`src/rtl/lag_link_credit_tracker.sv`:
```
// Per-(trunk, link) credit counters for a LAG router output stage, producing the
// registered link-blocked vector. Define LAG_CREDIT_ERR_CHECK_EN to get sticky error flags.
module lag_link_credit_tracker #(
    parameter int WA             = 5,
    parameter int WB             = 2,
    parameter int links [WA][2]  = '{default: 2},
    parameter int BUF_DEPTH      = 4,
    localparam int CNT_W         = $clog2(BUF_DEPTH + 1)
) (
    input  logic                      clk,
    input  logic                      rst,
    input  logic                      flit_sent,
    input  logic [WA-1:0]             sent_trunk,
    input  logic [WB-1:0]             sent_link,
    input  logic [WA*WB-1:0]          credit_in,
    output logic [WA*WB-1:0]          blocked_out,
    output logic [WA*WB*CNT_W-1:0]    credit_cnt,
    output logic                      err_underflow,
    output logic                      err_overflow,
    output logic                      err_sel
);

    localparam int K   = WA * WB;
    localparam int OUT = 1;
    localparam logic [CNT_W-1:0] FULL = CNT_W'(BUF_DEPTH);

    function automatic logic [K-1:0] pop_mask();
        logic [K-1:0] m;
        m = '0;
        for (int i = 0; i < WA; i++) begin
            for (int j = 0; j < WB; j++) begin
                m[i*WB+j] = (j < links[i][OUT]);
            end
        end
        return m;
    endfunction

    localparam logic [K-1:0] POP = pop_mask();

    logic                     sel_ok_s;
    logic [K-1:0]             dec_s;
    logic [K-1:0]             inc_s;
    logic [K-1:0][CNT_W-1:0]  cnt_d, cnt_q;
    logic [K-1:0]             blocked_d, blocked_q;

    // Decode departure/return pulses onto populated links only; malformed selects move nothing.
    always_comb begin
        sel_ok_s = $onehot(sent_trunk) && $onehot(sent_link);
        dec_s    = '0;
        inc_s    = '0;
        for (int i = 0; i < WA; i++) begin
            for (int j = 0; j < WB; j++) begin
                dec_s[i*WB+j] = flit_sent & sent_trunk[i] & sent_link[j] & sel_ok_s & POP[i*WB+j];
                inc_s[i*WB+j] = credit_in[i*WB+j] & POP[i*WB+j];
            end
        end
    end

    // Saturating counter update; a simultaneous send and return cancel out.
    always_comb begin
        cnt_d     = cnt_q;
        blocked_d = '0;
        for (int k = 0; k < K; k++) begin
            if (!POP[k]) begin
                cnt_d[k] = '0;
            end else if (dec_s[k] && !inc_s[k] && (cnt_q[k] != '0)) begin
                cnt_d[k] = cnt_q[k] - CNT_W'(1);
            end else if (inc_s[k] && !dec_s[k] && (cnt_q[k] != FULL)) begin
                cnt_d[k] = cnt_q[k] + CNT_W'(1);
            end else begin
                cnt_d[k] = cnt_q[k];
            end
            blocked_d[k] = (cnt_d[k] == '0);
        end
    end

    // Counter and blocked-status registers.
    always_ff @(posedge clk) begin
        if (rst) begin
            for (int k = 0; k < K; k++) begin
                cnt_q[k] <= POP[k] ? FULL : '0;
            end
            blocked_q <= ~POP;
        end else begin
            cnt_q     <= cnt_d;
            blocked_q <= blocked_d;
        end
    end

    assign credit_cnt  = cnt_q;
    assign blocked_out = blocked_q;

`ifdef LAG_CREDIT_ERR_CHECK_EN
    logic [K-1:0] zero_s, full_s;
    logic         uf_ev_s, of_ev_s, sel_ev_s;
    logic         err_uf_d, err_of_d, err_sel_d;
    logic         err_uf_q, err_of_q, err_sel_q;

    // Error events: lone send at zero, lone return at full, or a non-one-hot select.
    always_comb begin
        for (int k = 0; k < K; k++) begin
            zero_s[k] = (cnt_q[k] == '0);
            full_s[k] = (cnt_q[k] == FULL);
        end
        uf_ev_s   = |(dec_s & ~inc_s & zero_s);
        of_ev_s   = |(inc_s & ~dec_s & full_s);
        sel_ev_s  = flit_sent & ~sel_ok_s;
        err_uf_d  = err_uf_q | uf_ev_s;
        err_of_d  = err_of_q | of_ev_s;
        err_sel_d = err_sel_q | sel_ev_s;
    end

    // Sticky error flags, cleared only by reset.
    always_ff @(posedge clk) begin
        if (rst) begin
            err_uf_q  <= 1'b0;
            err_of_q  <= 1'b0;
            err_sel_q <= 1'b0;
        end else begin
            err_uf_q  <= err_uf_d;
            err_of_q  <= err_of_d;
            err_sel_q <= err_sel_d;
`ifndef SYNTHESIS
            if (uf_ev_s)  $error("lag_link_credit_tracker: credit underflow");
            if (of_ev_s)  $error("lag_link_credit_tracker: credit overflow");
            if (sel_ev_s) $error("lag_link_credit_tracker: non-one-hot select");
`endif
        end
    end

    assign err_underflow = err_uf_q;
    assign err_overflow  = err_of_q;
    assign err_sel       = err_sel_q;
`else
    assign err_underflow = 1'b0;
    assign err_overflow  = 1'b0;
    assign err_sel       = 1'b0;
`endif

endmodule
```
`config.mk`:
```
export PLATFORM = sky130hd
export DESIGN_NAME = lag_link_credit_tracker
export DESIGN_NICKNAME = d
export VERILOG_FILES = /design/src/rtl/lag_link_credit_tracker.sv
export SDC_FILE = /design/constraint.sdc
export NUM_CORES = 1
export LEC_CHECK = 0
export BUFFER_PORTS_ARGS = -buffer_cell sky130_fd_sc_hd__clkbuf_2
export CAP_MARGIN = 20
export CORE_MARGIN = 2
export CORE_UTILIZATION = 55
export CTS_CLUSTER_DIAMETER = 60
export DETAILED_ROUTE_END_ITERATION = 7
export GPL_TIMING_DRIVEN = 0
export HOLD_SLACK_MARGIN = 0.03
export PLACE_DENSITY = 0.86
export SLEW_MARGIN = 20
export SYNTH_ARGS = -nofsm -noshare
export SYNTH_HDL_FRONTEND = slang
export SYNTH_SLANG_ARGS = --single-unit
```
`constraint.sdc`:
```
create_clock -name clk -period 8.4 [get_ports clk]
set_input_delay 0.42 -clock clk [delete_from_list [all_inputs] [get_ports clk]]
set_output_delay 0.42 -clock clk [all_outputs]
set_load 0.005 [all_outputs]
```
==> impl_metrics.json <==
{
  "final_cells": 449,
  "drv_slew": 0,
  "fill_cells": 386,
  "drtAntennaViolNets": 0,
  "firstDrtPassIters": 6,
  "wire_per_inst_um": 12.6,
  "clock-sinks": 40,
  "place_area_um2": 3120,
  "synth_top_cell_by_area": "dfxtp_1",
  "synthArstFlopShare_pct": 0,
  "arrival_ps": 3260,
  "cts_tree": "built",
  "cts_buffers": 5,
  "layout.nets": 434,
  "dieArea_um2": 5560,
  "avgSynthCellArea_um2": 8.75,
  "cts_repair_resize_count": 0,
  "startpoint_type": "input port",
  "rsz0062_at_grt": "no",
  "synth_top_area_share_pct": 29.3,
  "synth_top_family_by_area": "multiplexers",
  "postRouteWirelength_um": 5660,
  "synth_mux_area_share_pct": 15.9,
  "synth_seq_area_share_pct": 29.3,
  "ir_drop_uv": 101,
  "dpl.hpwl_um": 4520,
  "cp_max_fo": 10,
  "grtUsageTotal_pct": 21.4,
  "clk_path_buf_depth": 2,
  "yosys_register_bits": 40,
  "num_antenna_cells": 0,
  "synth.area.top_cells": "dfxtp_1 (29%), mux2i_1 (14%), ha_1 (14%)",
  "start_util_pct": 57.6,
  "drc": 0,
  "finalCritPeriodShare_pct": 36.6,
  "required_ps": 8580,
  "finalClockSkew_ps": 1.69,
  "dr.first_iter.drc_count": 57,
  "tightest_slew_ps": 582,
  "antenna_found_initial": 0,
  "fin_setup_tns_ps": 0,
  "synth_xor_xnor_area_share_pct": 3.20,
  "synth_edf_count": 0,
  "yosys.area_share.simple_pct": 15.5,
  "post_cts.repair.setup_buffers": 0,
  "grt_pass1_wl_um": 9180,
  "ys_top_cells_by_count": "inv_1 (45), dfxtp_1 (40), mux2i_1 (39)",
  "maxCapViolations": 0,
  "power.density_nw_per_um2": 138,
  "ios": 63,
  "syn2layout_area_growth_pct": 18.7,
  "die_x_um": 74.6,
  "worstSetupPathType": "in -> reg",
  "syn_area_um2": 2740,
  "clockRootBuffer": "clkbuf_8",
  "hp-class": "in -> reg",
  "ys_types": 31,
  "power.leakage_nw": 1.72,
  "cp-end-kind": "flop",
  "netlist_instances": 313,
  "synth_fa_ha_area_share_pct": 15.6,
  "fmax_ghz": 0.325,
  "dr_total_vias": 2307,
  "portBuffers": 59,
  "cts_hold_buf": 0,
  "clk_pin_slew_worst_paths_ps": 80,
  "max_slew_margin_pct": 61.2,
  "finalSetupViolCount": 0,
  "overflow": 0,
  "synth_compound_area_share_pct": 12.5,
  "grt_max_degree": 13,
  "clk_latency_ps": 290,
  "yosysWarnings": 0,
  "drive_gt1_share_pct": 20.7,
  "core_area_um2": 4750,
  "min_period_ps": 3080,
  "h-tree-depth": 2,
  "finalHoldViolCount": 0,
  "final_area_um2": 3250,
  "dp.cells": 441,
  "hold_ws_ps": 481,
  "dieHeight_um": 74.6,
  "synthFlopType": "dfxtp_1",
  "gp_congestion": 0.811,
  "avgViaCountPerCell": 5.14,
  "outcome": "complete, no violations",
  "grt_pass1_vias": 2195,
  "synth_most_common_cell": "inv_1",
  "fp-row-count": 25
}
[kinds of logic after synthesis]
group                      after synthesis
xor gates and xnor gates                10
DFF                                     40
muxes                                   43
other                                    1
and+or+nand+nor                         85
buffers and inverters                   54
adders and majority gates               33
AOI/OAI and AO/OA                       47
[layout make-up]
class | count | area, um2 | area share [%]
Sequential cell | 40 | 801 | 24.6
Clock inverter | 1 | 30.0 | 0.924
Timing Repair Buffer | 59 | 295 | 9.08
Multi-Input combinational cell | 221 | 1730 | 53.2
Clock buffer | 7 | 96.3 | 2.96
Tap cell | 67 | 83.8 | 2.58
Inverter | 45 | 169 | 5.20
Buffer | 9 | 46.3 | 1.42
[critical path, cell delays in order]
cell      delay, ps
clkbuf_2        100
inv_1            60
fa_1            500
fa_1            370
inv_1            70
ha_1            240
nor4b_1         340
buf_2           260
and3_1          280
mux2i_1         250
mux2i_1         270
nor3_1           90
[registers in the layout (all words and copies together) (netlist names)]
signal       cells
credit_cnt      30
blocked_out     10
[per-stage QoR]
step / setup slack (ps) / utilization, % / total power (W)
global placement: 5050 / 65.7 / 0.000275
global route: 5040 / 68.4 / 0.000468
finish: 5320 / 68.4 / 0.000447
CTS: 5280 / 68.4 / 0.000451
detailed placement: 4990 / 65.7 / 0.000280
floorplan: 5300 / - / 0.000256
[cell usage in the layout, fill, tap and decap left out]
master	count
nand3_1	5
clkbuf_8	7
or4b_4	1
buf_2	1
nor3_2	1
nand2_1	20
dfxtp_1	40
o21a_1	3
o311a_1	2
nor2b_1	15
o21ai_0	7
nor3b_1	1
xnor2_1	10
bufinv_16	1
a21oi_1	10
fa_1	2
and3b_1	3
mux2_2	4
mux2i_1	39
nor4b_1	1
ha_1	31
a211o_1	8
buf_4	3
nor2_1	27
conb_1	3
a21boi_0	10
and2_1	1
clkbuf_1	5
a41oi_2	2
nor3_1	5
clkbuf_2	59
inv_1	45
o211ai_1	5
and3_1	5
[routing by layer]
metal	wire [um]	share of wire [%]	up-vias	global-route usage (%)
met5	0	0	-	0
met4	134	2.4	0	8.93
met3	204	3.6	14	3.52
met2	2870	51	57	38.4
met1	2450	43	1061	25.1
li1	-	-	1175	-
[report_power, final]
| group | internal, W | switching (W) |
|---|---|---|
| Sequential | 0.000195 | 0.00000461 |
| Clock | 0.000105 | 0.0000664 |
| Combinational | 0.0000350 | 0.0000419 |
[path summary, 6_finish.rpt]
path	from	to	slack (ps)	cells after the start
max	sent_trunk[0]	blocked_out[2]	5320	12
min	rst	credit_cnt[23]	480	3
max reg2reg	credit_cnt[22]	blocked_out[7]	6450	7
min reg2reg	credit_cnt[26]	credit_cnt[26]	580	2
No activity file was read; power rests on OpenSTA's default activity.
